File: config.mk
export PLATFORM = sky130hd
export DESIGN_NAME = piso_stream
export DESIGN_NICKNAME = d
export VERILOG_FILES = /design/src/rtl/piso_stream.sv
export SDC_FILE = /design/constraint.sdc
export NUM_CORES = 1
export LEC_CHECK = 0
export ABC_CLOCK_PERIOD_IN_PS = 1900
export CAP_MARGIN = 25
export CORE_AREA = 2 2 39 41
export DETAILED_ROUTE_END_ITERATION = 8
export DIE_AREA = 0 0 41 43
export SLEW_MARGIN = 5
export SYNTH_ARGS = -nofsm -noshare
export SYNTH_HDL_FRONTEND = slang
export SYNTH_SLANG_ARGS = --single-unit
File: constraint.sdc
create_clock -name clk -period 1.9 [get_ports clk]
set_clock_uncertainty 0.05 [all_clocks]
set_input_delay 0.19 -clock clk [delete_from_list [all_inputs] [get_ports clk]]
set_output_delay 0.19 -clock clk [all_outputs]
set_load 0.01 [all_outputs]
File: src/rtl/piso_stream.sv
`default_nettype none
// ============================================================================
// Module   : piso_stream
// Purpose  : Parallel-in/serial-out shifter with a valid/ready word load,
//            per-word LSB/MSB-first selection and a stallable serial output.
// Revision : 1.0 - initial release
// ============================================================================
module piso_stream #(
  parameter int unsigned WIDTH      = 4,
  parameter logic        IDLE_LEVEL = 1'b0
) (
  input  logic             clk,
  input  logic             rst,
  input  logic             load_valid,
  output logic             load_ready,
  input  logic [WIDTH-1:0] din,
  input  logic             msb_first,
  input  logic             shift_en,
  output logic             sout,
  output logic             sout_valid,
  output logic             last,
  output logic             busy
);

  localparam int unsigned      CNT_W    = $clog2(WIDTH);
  localparam logic [CNT_W-1:0] CNT_LAST = CNT_W'(WIDTH - 1);

  typedef enum logic [0:0] {
    IDLE  = 1'b0,
    SHIFT = 1'b1
  } state_t;

  state_t           state_q, state_d;
  logic [WIDTH-1:0] shreg_q, shreg_d;
  logic [CNT_W-1:0] count_q, count_d;
  logic             dir_q,   dir_d;

  logic             in_shift;
  logic             at_last;
  logic             accept;

  always_ff @(posedge clk) begin
    if (!rst) begin
      state_q <= IDLE;
      shreg_q <= '0;
      count_q <= '0;
      dir_q   <= 1'b0;
    end else begin
      state_q <= state_d;
      shreg_q <= shreg_d;
      count_q <= count_d;
      dir_q   <= dir_d;
    end
  end

  always_comb begin
    in_shift   = (state_q == SHIFT);
    at_last    = in_shift && (count_q == CNT_LAST);
    // Ready during the final consumed bit lets the next word follow with no bubble.
    load_ready = !in_shift || (at_last && shift_en);
    accept     = load_valid && load_ready;

    state_d = state_q;
    shreg_d = shreg_q;
    count_d = count_q;
    dir_d   = dir_q;

    if (accept) begin
      state_d = SHIFT;
      shreg_d = din;
      dir_d   = msb_first;
      count_d = '0;
    end else if (in_shift && shift_en) begin
      if (dir_q) begin
        shreg_d = {shreg_q[WIDTH-2:0], 1'b0};
      end else begin
        shreg_d = {1'b0, shreg_q[WIDTH-1:1]};
      end
      if (at_last) begin
        state_d = IDLE;
      end else begin
        count_d = count_q + CNT_W'(1);
      end
    end

    sout_valid = in_shift;
    busy       = in_shift;
    last       = at_last;
    sout       = in_shift ? (dir_q ? shreg_q[WIDTH-1] : shreg_q[0]) : IDLE_LEVEL;
  end

endmodule
`default_nettype wire

* Word-level counts from Yosys, hierarchy flattened
Index checks and enable logic that the tools add are counted.
** Cells by class
- $add $sub $neg :: 1
- Eq/ne operators :: 1
- Mux-type cells :: 8
- Bitwise logic cells :: 2
- Reductions and logical operators :: 11
** Operators by type and width (number)
- 4-bit 2-to-1 mux :: 3
- 1-bit 2-to-1 mux :: 5
- 1-bit logical AND :: 4
- 2-bit AND reduction :: 2
- 2-bit nonzero test :: 2
- 2-bit by 1-bit adder with 2-bit output, second input constant :: 1
- 2-bit == test, second input constant :: 1
- 1-bit inverter :: 2
- 2-bit OR reduction :: 1
- 1-bit logical NOT :: 1
- 1-bit logical OR :: 1
** Word-level totals
- Register bits :: 8
- Input port bits :: 9
- Output and inout bits :: 5
- Logic and storage cells :: 27

* Depth between registers and ports, before layout
- Depth after elaboration :: 7
- Depth in mapped cells :: 5
- Mapped depth without buffers :: 5

* Worst setup path before layout
OpenSTA, ideal clock, no wires.
- Path type :: register to register
- From :: register count_q[0]
- To :: register shreg_q[1]
- Library setup time :: 127 ps
- Data arrival time :: 1171 ps
- Required time :: 1723 ps
- Setup slack :: 552 ps
- Stages on the path, launching flop included :: 6
- Buffers on the path :: 0
- Clock period less this slack :: 1348 ps
- Cells stage by stage :: dfxtp_1 > ha_1 > a21boi_4 > inv_2 > a221oi_1 > o22ai_1
** Between the ends
- Word-level cells in the longest chain between the ends :: 6
- Elaborated cells on any way between the ends :: 7
- Those cells by class :: eq/ne: 1; mux: 1; reduce/logical: 5
** Ends and longest elaborated chain
- from (decl) :: RTL line 35 : logic [CNT_W-1:0] count_q, count_d;
- from (signal assigned) :: RTL line 51 : count_q <= count_d;
- 2-bit == test * :: RTL line 58 : at_last = in_shift && (count_q == CNT_LAST);
- 1-bit logical AND * :: RTL line 58
- 1-bit logical AND * :: RTL line 60 : load_ready = !in_shift || (at_last && shift_en);
- 1-bit logical OR * :: RTL line 60
- via load_ready :: RTL line 15 : output logic load_ready,
- 1-bit logical AND * :: RTL line 61 : accept = load_valid && load_ready;
- 4-bit 2-to-1 mux / 2-bit nonzero test (equally long branches)
- to (signal assigned) :: RTL line 50 : shreg_q <= shreg_d;
- to (decl) :: RTL line 34 : logic [WIDTH-1:0] shreg_q, shreg_d;
Mark *: on every way through the listed nets, which the timed path passes. The rest lies on a longest branch.
A chain may end at the register's enable or synchronous reset.

* Final worst setup path
- From :: register count_q[0]
- To :: output port load_ready
** Between the ends
- Word-level cells in the longest chain between the ends :: 4
** Ends and longest elaborated chain (RTL line)
- 2-bit == test :: 58
- 1-bit logical AND :: 58
- 1-bit logical AND :: 60
- 1-bit logical OR :: 60
- to (decl) :: 15
No other way between the ends.

==> results.md <==
- Outcome: finished, final reports clean
- Final instance area: 596 sq um
- Hold-critical path endpoint: shreg_q[2]
- Post-DP HPWL: 681 microns
- Root Buffer: clkbuf_4
- Syn Std Cell Area: 427 sq um
- First-pass GRT wire length: 1410 microns
- Area growth syn-to-layout: 39.6%
- Total wire length: 914 microns
- Die width: 41 microns
- RSZ-0062 raised after global routing: no
- HP Class: reg2reg
- Synthesis Warnings: 0
- DR vias/cell: 5.24
- Initial Util: 30.8%
- Num Clock Sinks: 8
- Initial DRC count: 5
- WHS Path Cells: 2
- Worst EP required: 1.66 ns
- Worst hold start: shreg_q[2]
- Cell variety after synth: 24
- Avg WL per Cell: 11.7 microns
- First drt pass iteration count: 4
- #FFs+latches synth: 8
- Vias in the first global route: 336
- Die area: 1760 sq um
- Pin count of the biggest net entering global routing: 10
- Clk slew on worst S/H paths: 0.05 ns
- RD Place Congestion: 0.867
- CP endpoint kind: output pin
- I/O pin total: 14
- Buf+Inv Stages, Crit Path: 2
- Share of cells above drive strength 1: 12.9%
- Seq/Total Area, Yosys: 37.5%
- Power Density: 674 nW/um^2
- Crit Path Max Fanout: 6
- Worst hold slack: 0.440 ns
- Static leakage: 0.227 nW
- Antenna violations before repair: 0
- TritonCTS buffer count: 3
- R2R Setup Slk: 0.48 ns
- Detail Route Antenna Nets: 0
- Max-capacitance violation count: 0
- Via count: 409
- Reg2reg start: count_q[0]
- Crit-path slowest cell: clkdlybuf4s50_1
- Worst slew margin: 80.2%
- Die Y: 43 microns
- Maximum vdd drop: 493 uV
- Pre-CTS WS: 0.175 ns
- Post-DP Area: 566 sq um
- Tmin final: 1.80 ns
- Slew Limit Fails: 0
- Final hold vios: 0
- Worst r2r dst: shreg_q[1]
- Final WS setup: 0.0982 ns
- Mapped Cells: 47
- Overall Global Routing Usage: 12.4%
- Layout Utilization: 43.0%
- CP Class: reg2out
- Number of inserted diodes: 0
- DRC violation count after routing: 0
- Syn nets: 57
- Fin nets: 74
- Fmax: 555 MHz
- Worst Reg-to-Reg Cells: 5
- Core area: 1380 sq um
- Crit path max-delay family: buffers and inverters
- # hold bufs at CTS: 0
- CP cell instances: ha_1 -> a21boi_4 -> inv_2 -> clkdlybuf4s50_1
- Slew @ Worst Pin: 0.293 ns
- Clock Path Buffers: 2
- Worst setup SP type: register
- Row count: 14
- Clk_lat worst skew: 0.26 ns
- Fin crit share: 94.8%
- Remaining global-route overflow: 0
- H-Tree Depth: 1
- # setup viols final: 0
- Critical Path AT: 1.56 ns
- Port bufs: 13
- Worst path max stage delay: 0.48 ns
- Setup TNS: 0 ns
- Syn_area_per_cell: 9.08 sq um
- CTS tree: yes
- CTS resizes: 0
[cells in the mapped netlist]
cell | number | area [sq um]
clkbuf_1 | 1 | 3.75
and2_1 | 1 | 6.26
nand3_1 | 1 | 5.00
mux2_2 | 2 | 22.5
ha_1 | 1 | 12.5
o311ai_0 | 2 | 17.5
xnor2_1 | 1 | 8.76
mux2i_1 | 1 | 10.0
a311oi_1 | 2 | 17.5
o21ai_0 | 3 | 15.0
nand3b_1 | 1 | 7.51
a21boi_4 | 1 | 18.8
a221oi_1 | 2 | 17.5
buf_4 | 1 | 7.51
o22ai_1 | 2 | 12.5
nand2_1 | 4 | 15.0
a21oi_1 | 2 | 10.0
nor2b_1 | 3 | 18.8
nor3_1 | 2 | 10.0
and3_1 | 2 | 12.5
inv_2 | 1 | 3.75
nand2b_1 | 1 | 6.26
inv_1 | 2 | 7.51
dfxtp_1 | 8 | 160
[power by group]
| part | internal [mW] | total (mW) | switching, mW | leakage [nW] |
|---|---|---|---|---|
| logic | 0.0472 | 0.0821 | 0.0349 | 0.148 |
| clock network | 0.0722 | 0.129 | 0.0569 | 0.0138 |
| registers | 0.179 | 0.190 | 0.0109 | 0.0657 |
| total | 0.299 | 0.401 | 0.103 | 0.227 |
[worst register-to-register path: stages (launching register included)]
cell and delay (ns):
dfxtp_1 0.32, ha_1 0.24, a21boi_4 0.19, inv_2 0.08, a221oi_1 0.29, o22ai_1 0.13
[placed cells by master, fill, tap and decap left out, drive strengths merged, types with 2 or more instances in the layout]
cell type / Yosys / final
clkdlybuf4s50: 0 / 13
dfxtp: 8 / 8
nand2: 4 / 4
nor2b: 3 / 3
o21ai: 3 / 3
clkbuf: 1 / 3
inv: 3 / 3
mux2: 2 / 2
nor3: 2 / 2
a311oi: 2 / 2
and3: 2 / 2
a21oi: 2 / 2
a221oi: 2 / 2
o311ai: 2 / 2
o22ai: 2 / 2
[flip-flops by register name (all words and copies together), names as in the netlist]
register / cells
busy: 1
dir_q: 1
count_q: 2
shreg_q: 4
[layout make-up]
type                       count  area [sq um]
multi-input combinational     34           244
inverter                       3          11.3
clock buffer                   3          22.5
tap                           16          20.0
sequential                     8           160
timing repair buffer          14           138
fill                         141           788
[metrics by stage]
step,power [mW],std cells
6_report,0.401,78
5_1_grt,0.425,78
4_1_cts,0.403,77
3_5_place_dp,0.273,74
3_3_place_gp,0.273,74
2_1_floorplan,0.235,47
[per-layer routing]
metal | GRT usage [%] | part of all wire [%] | vias to the layer above
met4 | 8.00 | 2.2 | 0
li1 | - | - | 205
met2 | 15.6 | 43 | 21
met5 | 0 | 0 | -
met1 | 16.9 | 46 | 181
met3 | 4.71 | 8.3 | 2
[kinds of logic after synthesis]
logic type | share of synthesized area (%)
compound gates | 25.5
xor+xnor | 2.05
fa+ha+maj | 2.93
buf+inv | 5.28
flops | 37.5
mux | 7.62
simple gates | 19.1
[how the worst max path moves through the flow]
stage | from | end | cells past startpoint
after floorplan | count_q[0] | shreg_q[1] | 5
after global placement | shift_en | load_ready | 4
after detailed placement | shift_en | load_ready | 4
after CTS | count_q[0] | load_ready | 4
after global routing | count_q[0] | load_ready | 4
final | count_q[0] | load_ready | 4
[what timing repair did]
action	in CTS	in global routing
endpoints found under the hold margin	0	0
setup buffers	0	1
setup endpoints to repair	0	1
Note: power is estimated with default switching activity, not from simulation.
==> variant 1 (config.mk and constraints unchanged) <==
The parameter `WIDTH` goes from 4 to 2.
--- a/src/rtl/piso_stream.sv
+++ b/src/rtl/piso_stream.sv
@@ -8,3 +8,3 @@
 module piso_stream #(
-  parameter int unsigned WIDTH      = 4,
+  parameter int unsigned WIDTH      = 2,
   parameter logic        IDLE_LEVEL = 1'b0
Interface: changed (resized din); port bits go from 14 to 12. No check against the original RTL was run, so the function may have changed too.
==> variant 1 against the unedited design <==
  * Synthesized cell count down 38%
  * Area after synthesis down 36%
  * Cell count down 24%
  * Design area down 29%
  * Routed wire length down 37%
  * Power down 22%
  * Setup slack better by 64 ps
  * Sequential cell count down 3
  * Hold slack worse by 7.9 ps
  * Critical endpoint unchanged
==> variant 1: results (changes against the unedited design) <==
| Metric | Value |
|---|---|
| Area share of fa/ha/maj cells after synthesis | 0% (was 2.93%) |
| Worst hold start | shreg_q[0] (was shreg_q[2]) |
| Seq/Total Area, Yosys | 36.9% (was 37.5%) |
| R2R Path End | shreg_q[0] (was shreg_q[1]) |
| Post-DP HPWL | 421 µm (was 681 µm) |
| Port bufs | 11 (was 13) |
| Mux contribution to synthesized area | 7.37% (was 7.62%) |
| Final #Nets | 51 (was 74) |
| Worst vdd ir | 0.000324 V (was 0.000493 V) |
| Initial drt markers | 10 (was 5) |
| Worst EP arrival | 1500 ps (was 1560 ps) |
| Max reg flops | 2 (was 4) |
| RR Startpoint | busy (was count_q[0]) |
| Placed Area | 394 µm² (was 566 µm²) |
| Final Cell Area | 420 µm² (was 596 µm²) |
| R2R Setup Slk | 500 ps (was 480 ps) |
| Worst hold slack | 433 ps (was 440 ps) |
| Largest net degree at the start of global routing | 8 (was 10) |
| Hold worst-path end | shreg_q[0] (was shreg_q[2]) |
| R2R depth | 4 (was 5) |
| Relative slew margins | 74.1% (was 80.2%) |
| Final WL | 579 µm (was 914 µm) |
| Outcome | complete, no violations (unchanged) |
| Routability cong. | 0.735 (was 0.867) |
| Vias in the first global route | 220 (was 336) |
| Clk power | 0.125 mW (was 0.129 mW) |
| Synth top area cells | dfxtp_1, mux2i_1, a21boi_4, a221oi_2, inv_1 (was dfxtp_1, mux2_2, a21boi_4, nor2b_1, a221oi_1) |
| Pre-CTS WS | 160 ps (was 175 ps) |
| Drt pass-1 iters | 5 (was 4) |
| Drt wl/cell | 9.81 µm (was 11.7 µm) |
==> variant 1: per-layer routing <==
metal | GRT usage (%) | wire, µm | vias up
li1 | - | - | 132
met1 | 11.3 | 254 | 120
met2 | 8.75 | 237 | 18
met3 | 6.28 | 67 | 2
met4 | 6.00 | 19 | 0
met5 | 0 | 0 | -
==> variant 1: kinds of logic after synthesis <==
| logic type | Yosys count |
|---|---|
| flip-flops | 5 |
| multiplexers | 2 |
| AO/OA/AOI/OAI | 11 |
| XOR/XNOR | 1 |
| AND/OR/NAND/NOR | 4 |
| buffers and inverters | 6 |
==> variant 1: cell type report <==
| cell class | instances | area share (%) |
|---|---|---|
| timing repair buffer | 11 | 26.2 |
| inverter | 5 | 4.46 |
| clock buffer | 4 | 6.25 |
| sequential | 5 | 23.8 |
| multi-input combinational | 18 | 34.5 |
| tap | 16 | 4.76 |
==> variant 1: critical path, stage by stage <==
cell and delay (ps):
clkdlybuf4s50_1 560, a21boi_4 90, inv_2 110, clkdlybuf4s50_1 550
==> variant 2 (config.mk and constraints unchanged) <==
Made on the original files. Make the reset (`rst`) asynchronous in one clocked block.
--- a/src/rtl/piso_stream.sv
+++ b/src/rtl/piso_stream.sv
@@ -41,3 +41,3 @@
 
-  always_ff @(posedge clk) begin
+  always_ff @(posedge clk or negedge rst) begin
     if (!rst) begin
Behaviour: differs if rst is asserted again (counterexample within 4 cycles, from zero or initial values and one cycle with rst low); with rst held inactive, the same outputs for 10 cycles.
==> variant 2 against the unedited design <==
  * Core utilization rose by 4.6 points
  * Setup slack got worse by 13 ps
  * Routed wire length rose by 8.5%
  * Sequential cell count did not move
  * Critical path depth fell by 1
  * Synthesized cell count rose by 4.3%
  * Design area rose by 11%
  * Maximum frequency fell by 0.72%
  * Area after synthesis rose by 16%
Power is not compared: it rests on default switching activity, and its combinational part moved more than twofold at a synthesized area within 25%.
==> variant 2: results (changes against the unedited design) <==
| Metric | Value |
|---|---|
| Outcome | complete, no violations (unchanged) |
| Drt pass-1 iters | 4 (unchanged) |
| Layout cell share with drive strength beyond 1 | 20.3% (was 12.9%) |
| Netlist cell types | 24 (unchanged) |
| Clock transition at the registers of the reported paths | 60 ps |
| Peak per-stage delay on the critical path | 480 ps (about the same) |
| Hold Path Class | in -> async (was reg -> reg) |
| Most frequent cells after synthesis | dfrtp_1, nand2_1, inv_1, nor2b_1 (was dfxtp_1, nand2_1, nor2b_1, o21ai_0) |
| Setup Fix Bufs, Post-CTS | 0 (unchanged) |
| Drt wl/cell | 12.4 µm (was 11.7 µm) |
| Slowest cell on the critical path | clkdlybuf4s50_1 (unchanged) |
| Initial drt markers | 7 (was 5) |
| Port bufs | 13 (unchanged) |
| All-layer global routing usage | 14.3% (was 12.4%) |
| Top flop regs | shreg_q: 4 flops, count_q: 2 flops (unchanged) |
| Post-synth EDFFs | 0 (unchanged) |
| CP Max Fanout | 5 (was 6) |
| First-pass GRT wire length | 1.64 mm (was 1.41 mm) |
| Initial antenna violation count | 0 (unchanged) |
| Post-DP HPWL | 719 µm (was 681 µm) |
| Final #Nets | 76 (was 74) |
| CTS H-tree lvls | 1 (unchanged) |
| Crit path from | count_q[0] (unchanged) |
| Vias in the first global route | 368 (was 336) |
| Syn_area_per_cell | 10.1 µm² (was 9.08 µm²) |
| # diodes | 0 (unchanged) |
| Relative slew margins | 72.5% (was 80.2%) |
| Syn nets | 59 (was 57) |
| Largest net degree at the start of global routing | 10 (unchanged) |
| Placed cells | 77 (was 74) |
| Seq/Total Area, Yosys | 40.4% (was 37.5%) |
| Worst EP arrival | 1570 ps |
| Synth warn | 0 (unchanged) |
| Worst-skew pair later-pin latency | 260 ps (about the same) |
| # Max-Cap Violations | 0 (unchanged) |
| Routed vias | 415 (was 409) |
| Routability cong. | 0.769 (was 0.867) |
| Total CTS buffers | 3 (unchanged) |
| Synth top area cells | dfrtp_1, and3_4, buf_6, mux2_2, a221o_1 (was dfxtp_1, mux2_2, a21boi_4, nor2b_1, a221oi_1) |
| Clock Tree Buf Depth | 2 (unchanged) |
| Worst vdd ir | 0.000525 V |
| Clock Tree Root | clkbuf_4 (unchanged) |
| Final Instance Count excl. Fillers | 80 (was 78) |
| Leakage | 0.296 nW |
| # resized after CTS | 0 (unchanged) |
| Async S/R FF share, synth | 100% (was 0%) |
variant 2: report_power, final:
group          internal [mW]  total (mW)  switching [mW]
Combinational          0.249       0.405           0.157
Clock                 0.0723       0.131          0.0584
Sequential             0.247       0.335          0.0873
Total                  0.568       0.870           0.302
variant 2: final timing paths:
kind                                    to  depth (start not counted)  slack, ps
worst max-delay path            load_ready                          3         90
worst min-delay path            shreg_q[1]                          1        170
worst max register to register       dir_q                          5        280
worst min register to register  shreg_q[2]                          2        460
max in group asynchronous       count_q[0]                          1       1360
min in group clk                shreg_q[2]                          2        460
variant 2: metrics by stage:
stage	util [%]	setup WS [ps]	hold slack (ps)	instance area (µm²)	power [mW]
floorplan	-	354	-156	495	0.600
global route	47.6	21.2	202	659	0.943
finish	47.6	85.2	165	659	0.870
global placement	45.8	213	441	634	0.731
CTS	47.5	18.2	183	657	0.872
detailed placement	45.8	222	452	634	0.737
variant 2: logic make-up (layout without fill, tap and decap cells):
kind of cell / count (synthesis) / in the layout / share of synthesized area, %
compound gates: 13 / 13 / 21.0
fa+ha+maj: 1 / 1 / 2.52
buf+inv: 8 / 23 / 9.85
flops: 8 / 8 / 40.4
mux: 4 / 4 / 8.59
simple gates: 15 / 15 / 17.7
variant 2: layout make-up:
class / instances / area (µm²)
fill: 151 / 724
inverter: 4 / 15.0
sequential: 8 / 200
clock buffer: 3 / 22.5
timing repair buffer: 16 / 153
multi-input combinational: 33 / 249
tap: 16 / 20.0
variant 2: worst max-delay path, delay by kind of cell (launching register included):
family | cells | cell delay [ps]
buffers and inverters | 1 | 480
flip-flops | 1 | 400
adder cells (fa/ha/maj) | 1 | 230
AO/OA/AOI/OAI | 1 | 220
variant 2: routing by layer:
metal / vias to the layer above / GRT usage, % / wire (µm)
li1: 208 / - / -
met5: - / 0 / 0
met4: 0 / 10.0 / 21
met3: 4 / 3.14 / 64
met1: 189 / 20.8 / 475
met2: 14 / 17.8 / 430
